===== src/rtl/alu_share_ctrl.sv =====
// Round-robin front end for one shared combinational ALU: accepts a request from one of two
// requesters, holds its operands on the ALU bus for SETTLE cycles, then returns result and flags.
module alu_share_ctrl #(
    parameter int N      = 4,
    parameter int SETTLE = 1,
    parameter int CNT_W  = 8
) (
    input  logic             clk,
    input  logic             rst_n,
    input  logic [1:0]       req_valid,
    output logic [1:0]       req_ready,
    input  logic [3:0]       req_op0,
    input  logic [3:0]       req_op1,
    input  logic [N-1:0]     req_a0,
    input  logic [N-1:0]     req_b0,
    input  logic [N-1:0]     req_a1,
    input  logic [N-1:0]     req_b1,
    output logic [3:0]       alu_op,
    output logic [N-1:0]     alu_a,
    output logic [N-1:0]     alu_b,
    input  logic [N-1:0]     alu_res,
    input  logic [3:0]       alu_flags,
    output logic [1:0]       rsp_valid,
    input  logic [1:0]       rsp_ready,
    output logic [N-1:0]     rsp_res,
    output logic [3:0]       rsp_flags,
    output logic             rsp_err,
    output logic             busy,
    output logic [CNT_W-1:0] done_cnt
);

    localparam logic [1:0] S_IDLE = 2'd0;
    localparam logic [1:0] S_WAIT = 2'd1;
    localparam logic [1:0] S_RESP = 2'd2;
    localparam logic [3:0] SETTLE_LOAD = 4'(SETTLE - 1);

    logic [1:0]       r_state;
    logic             r_gnt;
    logic [3:0]       r_cnt;
    logic [3:0]       r_op;
    logic [N-1:0]     r_a;
    logic [N-1:0]     r_b;
    logic [N-1:0]     r_res;
    logic [3:0]       r_flags;
    logic             r_err;
    logic [CNT_W-1:0] r_done_cnt;

    logic w_accept;
    logic w_gnt;
    logic w_illegal;
    logic w_taken;

    // On contention the requester not served last wins; r_gnt doubles as the "last granted" pointer.
    assign w_gnt     = (req_valid[0] && req_valid[1]) ? ~r_gnt : req_valid[1];
    assign w_accept  = rst_n && (r_state == S_IDLE) && (req_valid != 2'b00);
    assign w_illegal = (r_op > 4'h9);
    assign w_taken   = rsp_ready[r_gnt];

    always_ff @(posedge clk) begin
        if (!rst_n) begin
            r_state    <= S_IDLE;
            r_gnt      <= 1'b1;
            r_cnt      <= 4'd0;
            r_op       <= 4'd0;
            r_a        <= '0;
            r_b        <= '0;
            r_res      <= '0;
            r_flags    <= 4'd0;
            r_err      <= 1'b0;
            r_done_cnt <= '0;
        end else begin
            case (r_state)
                S_IDLE: begin
                    if (w_accept) begin
                        r_gnt   <= w_gnt;
                        r_op    <= w_gnt ? req_op1 : req_op0;
                        r_a     <= w_gnt ? req_a1 : req_a0;
                        r_b     <= w_gnt ? req_b1 : req_b0;
                        r_cnt   <= SETTLE_LOAD;
                        r_state <= S_WAIT;
                    end
                end
                S_WAIT: begin
                    if (r_cnt == 4'd0) begin
                        // Illegal opcodes return a clean zero result rather than whatever the ALU shows.
                        r_res   <= w_illegal ? '0 : alu_res;
                        r_flags <= w_illegal ? 4'd0 : alu_flags;
                        r_err   <= w_illegal;
                        r_state <= S_RESP;
                    end else begin
                        r_cnt <= r_cnt - 4'd1;
                    end
                end
                S_RESP: begin
                    if (w_taken) begin
                        r_done_cnt <= r_done_cnt + CNT_W'(1);
                        r_state    <= S_IDLE;
                    end
                end
                default: r_state <= S_IDLE;
            endcase
        end
    end

    assign req_ready = w_accept ? (w_gnt ? 2'b10 : 2'b01) : 2'b00;
    assign rsp_valid = (r_state == S_RESP) ? (r_gnt ? 2'b10 : 2'b01) : 2'b00;
    assign alu_op    = r_op;
    assign alu_a     = r_a;
    assign alu_b     = r_b;
    assign rsp_res   = r_res;
    assign rsp_flags = r_flags;
    assign rsp_err   = r_err;
    assign busy      = (r_state != S_IDLE);
    assign done_cnt  = r_done_cnt;

endmodule

===== config.mk =====
export PLATFORM = sky130hd
export DESIGN_NAME = alu_share_ctrl
export DESIGN_NICKNAME = d
export VERILOG_FILES = /design/src/rtl/alu_share_ctrl.sv
export SDC_FILE = /design/constraint.sdc
export NUM_CORES = 1
export LEC_CHECK = 0
export ABC_CLOCK_PERIOD_IN_PS = 1600
export CORE_UTILIZATION = 41
export DETAILED_ROUTE_END_ITERATION = 7
export HOLD_SLACK_MARGIN = 0.06
export PLACE_DENSITY = 0.88
export REMOVE_ABC_BUFFERS = 1
export SYNTH_ARGS = -nofsm -noshare
export SYNTH_HDL_FRONTEND = slang
export SYNTH_SLANG_ARGS = --single-unit

===== constraint.sdc =====
create_clock -name clk -period 1.6 [get_ports clk]
set_input_delay 0.32 -clock clk [delete_from_list [all_inputs] [get_ports clk]]
set_output_delay 0.32 -clock clk [all_outputs]
set_load 0.02 [all_outputs]

## After elaboration in Yosys (flattened, before gate mapping)

Cells that the tools add are included.

- Register bits after elaboration: 36
- Input bits: 38
- Output and inout port bits: 34
- Logic and storage cells: 53

- $add $sub $neg: 2
- $lt $le $gt $ge: 2
- Equality and inequality tests: 6
- Mux-type cells: 19
- Bitwise gates (word level): 1
- Reduce and logical (&&, ||, !) cells: 13

Operators by type and width:

| cell | count |
|---|---|
| $mux 4 | 7 |
| $mux 2 | 7 |
| $add 8x1->8 const B | 1 |
| $ne 2x2->1 const B | 4 |
| $pmux 4 s2 | 1 |
| $pmux 2 s3 | 1 |
| $reduce_and 2->1 | 3 |
| $reduce_and 3->1 | 2 |
| $reduce_bool 2->1 | 3 |
| $gt 4x4->1 const B | 1 |
| $logic_not 4->1 | 1 |
| $sub 4x1->4 const B | 1 |
| $logic_and 1x1->1 | 3 |
| $mux 1 | 3 |
| $eq 2x1->1 const B | 1 |
| $eq 2x2->1 const B | 1 |
| $logic_not 2->1 | 1 |
| $lt 1x2->1 const B | 1 |
| $not 1->1 | 1 |

## Depth between registers and ports, before layout

- Depth after elaboration: 5
- Mapped depth: 6
- Gate-level depth less buffers: 5

## Least setup slack after synthesis

Ideal clock, no wire load.

- Kind: flip-flop to flip-flop
- Start point: register r_done_cnt[0], in the netlist done_cnt[0]
- End point: register r_done_cnt[2], in the netlist done_cnt[2]
- Library setup time: 0.072 ns
- Arrival time: 1.347 ns
- Required time: 1.528 ns
- Path slack: 0.180 ns
- Stages on the path, launching flop included: 5
- Buffers on the path: 0
- Period minus slack after synthesis: 1.420 ns
- Cells stage by stage: dfxtp_1 > ha_1 > inv_1 > or4_1 > a21oi_1

- Word-level cells in the longest chain between the ends: 1

Ends and longest elaborated chain:

| what | RTL line | text |
|---|---|---|
| start, declared | 46 | `logic [CNT_W-1:0] r_done_cnt;` |
| start signal, assigned | 96 | `r_done_cnt <= r_done_cnt + CNT_W'(1);` |
| $add 8x1->8 | 96 |  |

No other way between the ends.
A chain may end at the register's enable or synchronous reset.

## Worst setup path after layout

- Start point: register r_state[1]
- End point: output port req_ready[0]

- Word-level cells in the longest chain between the ends: 4

Ends and longest elaborated chain:

| what | RTL line | text |
|---|---|---|
| start, declared | 37 | `logic [1:0] r_state;` |
| start signal, assigned | 61 | `r_state <= S_IDLE;` |
| start signal, assigned | 80 | `r_state <= S_WAIT;` |
| start signal, assigned | 89 | `r_state <= S_RESP;` |
| $logic_not 2->1 | 55 | `assign w_accept = rst_n && (r_state == S_IDLE) && (req_valid != 2'b00);` |
| $logic_and 1x1->1 (2 in series) | 55 |  |
| $mux 2 | 105 | `assign req_ready = w_accept ? (w_gnt ? 2'b10 : 2'b01) : 2'b00;` |
| end, declared | 11 | `output logic [1:0] req_ready,` |

No other way between the ends.

==> results.yml <==
detailed_routing:
  ant_nets: 0
  post_drt_wl_per_cell_um: 14.3
  post-route-drc-count: 0
  totalWireLength_mm: 4.55
  drt-initial-drc-count: 165
  drt-pass1-iter-count: 4
  vias: 1770
  viasPerCell: 5.55
sta:
  slew_violations: 0
  final-setup-viol-count: 0
  worst_slack_ns: 0.0101
  relSlewSlack_pct: 69.2
  rsz0062_at_grt: "true"
  period_share_pct: 99.4
  min_period_ns: 1.59
  clock_skew_ns: 0.00302
  hold_violations: 0
  clock.fmax_mhz: 629
  worst_pin_slew_ns: 0.461
clock_network:
  path_clk_slew_ns: 0.07
  clk_path_buf_depth: 2
  cts_hold_buf: 0
  cts_sinks: 36
  insertion_delay_ns: 0.29
  cts-root-buf: "clkbuf_8"
  cts_buffers: 5
  h-tree-depth: 2
  cts_tree: "yes"
floorplanning:
  rows: 22
  core_area_mm2: 0.00374
  die_w_um: 65.1
  initial_core_util_pct: 43.5
  fp.dieH_um: 65.1
  pin_count: 72
  dieArea_mm2: 0.00423
synthesis:
  async_flop_share_pct: 0
  yosys-top-cells-count: "dfxtp_1, a21oi_1, and3_1"
  ys_types: 40
  synth_top_area_share_pct: 44.2
  ys_ff_latch: 36
  synth_area_leaders: "dfxtp_1, a221o_1, a21oi_1"
  syn_area_mm2: 0.00163
  ys_seq_area_share_pct: 44.2
  synth_edf_count: 0
  syn_area_per_cell_um2: 9.21
  synth_top_cell_by_area: "dfxtp_1"
  synth-warning-count: 0
  ys.flop_type: "dfxtp_1"
  synth.most_common_cell: "dfxtp_1"
  netlist_instances: 177
critical_path:
  required_ns: 1.28
  crit_fanout: 4
  r2r-end: "done_cnt[4]"
  setup.worst_path.end_class: "primary output"
  cp_cell_sequence: "nor3b_4 > and3_4 > buf_6"
  r2r_cells: 5
  critPathLaunchType: "flop"
  worst_path_max_delay_cell: "dfxtp_4"
  arrival_ns: 1.27
  timing.rr.start: "r_gnt"
  crit_type: "reg2out"
  cp_slowest_stage_delay_ns: 0.37
  r2r_slack_ns: 0.04
placement:
  gp_congestion: 0.842
  place_ws_ns: -0.657
  dp_hpwl_mm: 3.36
  portBuffers: 71
  placed_area_mm2: 0.00252
global_routing:
  grt_overflow_total: 0
  grt_max_degree: 15
  antenna_found_initial: 0
  grt_pass1_vias: 1632
  grtUsageTotal_pct: 23.2
  grt_pass1_wl_mm: 7.43
cells_and_area:
  syn_to_final_growth_pct: 63.5
  nNetsFinal: 310
  drive_above_1_share_pct: 17.0
  n_antenna_cell: 0
  design_area_mm2: 0.00267
worst_hold_path:
  hold_end: "rsp_res[1]"
  worstHoldPathCells: 2
  hold_start: "rsp_res[1]"
  hold_path_class: "reg2reg"
power:
  leakage_nw: 1.23
  peakVddDrop_mv: 0.554
  p_per_area_mw_per_mm2: 841
status:
  status: "complete, no violations"
flow_run:
  cap_violations: 0
-- stage by stage --
stage | hold WS [ns] | TNS, ns | power, mW | utilization (%) | instances
6_report | 0.479 | 0 | 2.24 | 71.2 | 319
5_1_grt | 0.511 | -0.0605 | 2.33 | 71.2 | 319
4_1_cts | 0.478 | -0.000131 | 2.26 | 70.0 | 317
3_5_place_dp | 0.468 | -6.19 | 1.47 | 67.4 | 309
3_3_place_gp | 0.457 | -5.38 | 1.46 | 67.4 | 309
2_1_floorplan | 0.409 | 0 | 1.18 | - | 167
-- what timing repair did --
| item | 4_1_cts | 5_1_grt |
|---|---|---|
| gates resized for setup | 38 | 12 |
| pin swaps | 2 | 3 |
| gates cloned | 0 | 0 |
| setup endpoints to repair | 15 | 24 |
| setup buffers | 0 | 2 |
-- cells by family (layout without fill, tap and decap cells) --
| logic type | Yosys count | in the layout | synth area share (%) |
|---|---|---|---|
| and+or+nand+nor | 64 | 64 | 24.6 |
| adders and majority gates | 2 | 2 | 1.53 |
| AOI/OAI and AO/OA | 57 | 57 | 23.6 |
| muxes | 3 | 3 | 1.84 |
| buffers and inverters | 15 | 109 | 4.30 |
| DFF | 36 | 36 | 44.2 |
-- state kept, by name, summed over array words and instances, names as in the netlist --
register,cells
r_cnt,4
alu_a,4
rsp_res,4
alu_b,4
done_cnt,8
alu_op,4
r_state,2
rsp_err,1
rsp_flags,4
r_gnt,1
-- critical path: cells and delay by family (launching register included) --
kind | cells | cell delay, ns
flops | 1 | 0.37
buf+inv | 1 | 0.11
simple gates | 2 | 0.50
-- worst max-delay path by stage --
stage,from,end,slack (ns),cells past startpoint
final,r_state[1],req_ready[0],0.01,3
after global routing,r_state[1],req_ready[0],-0.03,3
after CTS,r_state[0],req_ready[0],-0.0001,3
after detailed placement,rst_n,req_ready[0],-0.66,4
after global placement,rst_n,req_ready[0],-0.62,4
after floorplan,r_state[0],req_ready[0],0.01,2
-- placed cells by master (no fill, tap or decap), types with 5 or more instances in the layout --
cell             count
o21ai_0             12
dfxtp_1             35
and3_1              12
dlymetal6s2s_1      10
clkdlybuf4s50_1     47
a221o_1             12
buf_4               26
clkbuf_8             5
nand2b_1             5
o31ai_1              5
nand2_1              8
a21oi_1             17
dlygate4sd2_1        9
or4_1                5
nand4_1             10
-- final cells by class --
cell class	instances	area (um2)
fill	310	1080
clock buffer	6	72.6
tap	48	60.1
multi-input combinational	126	858
inverter	5	18.8
timing repair buffer	96	896
sequential	36	724
clock inverter	2	35.0
-- report_power, final --
part	leakage (nW)	internal (mW)	total [mW]	switching [mW]
logic	0.876	0.269	0.480	0.211
registers	0.294	0.945	0.979	0.0334
clock network	0.0552	0.462	0.783	0.321
-- layer usage --
layer,up-vias,wire length (um),global-route usage (%)
met2,78,2170,37.6
met4,0,87,8.97
li1,867,-,-
met5,-,0,0
met3,8,335,7.75
met1,817,1960,28.0
(Power assumes the default switching activity.)
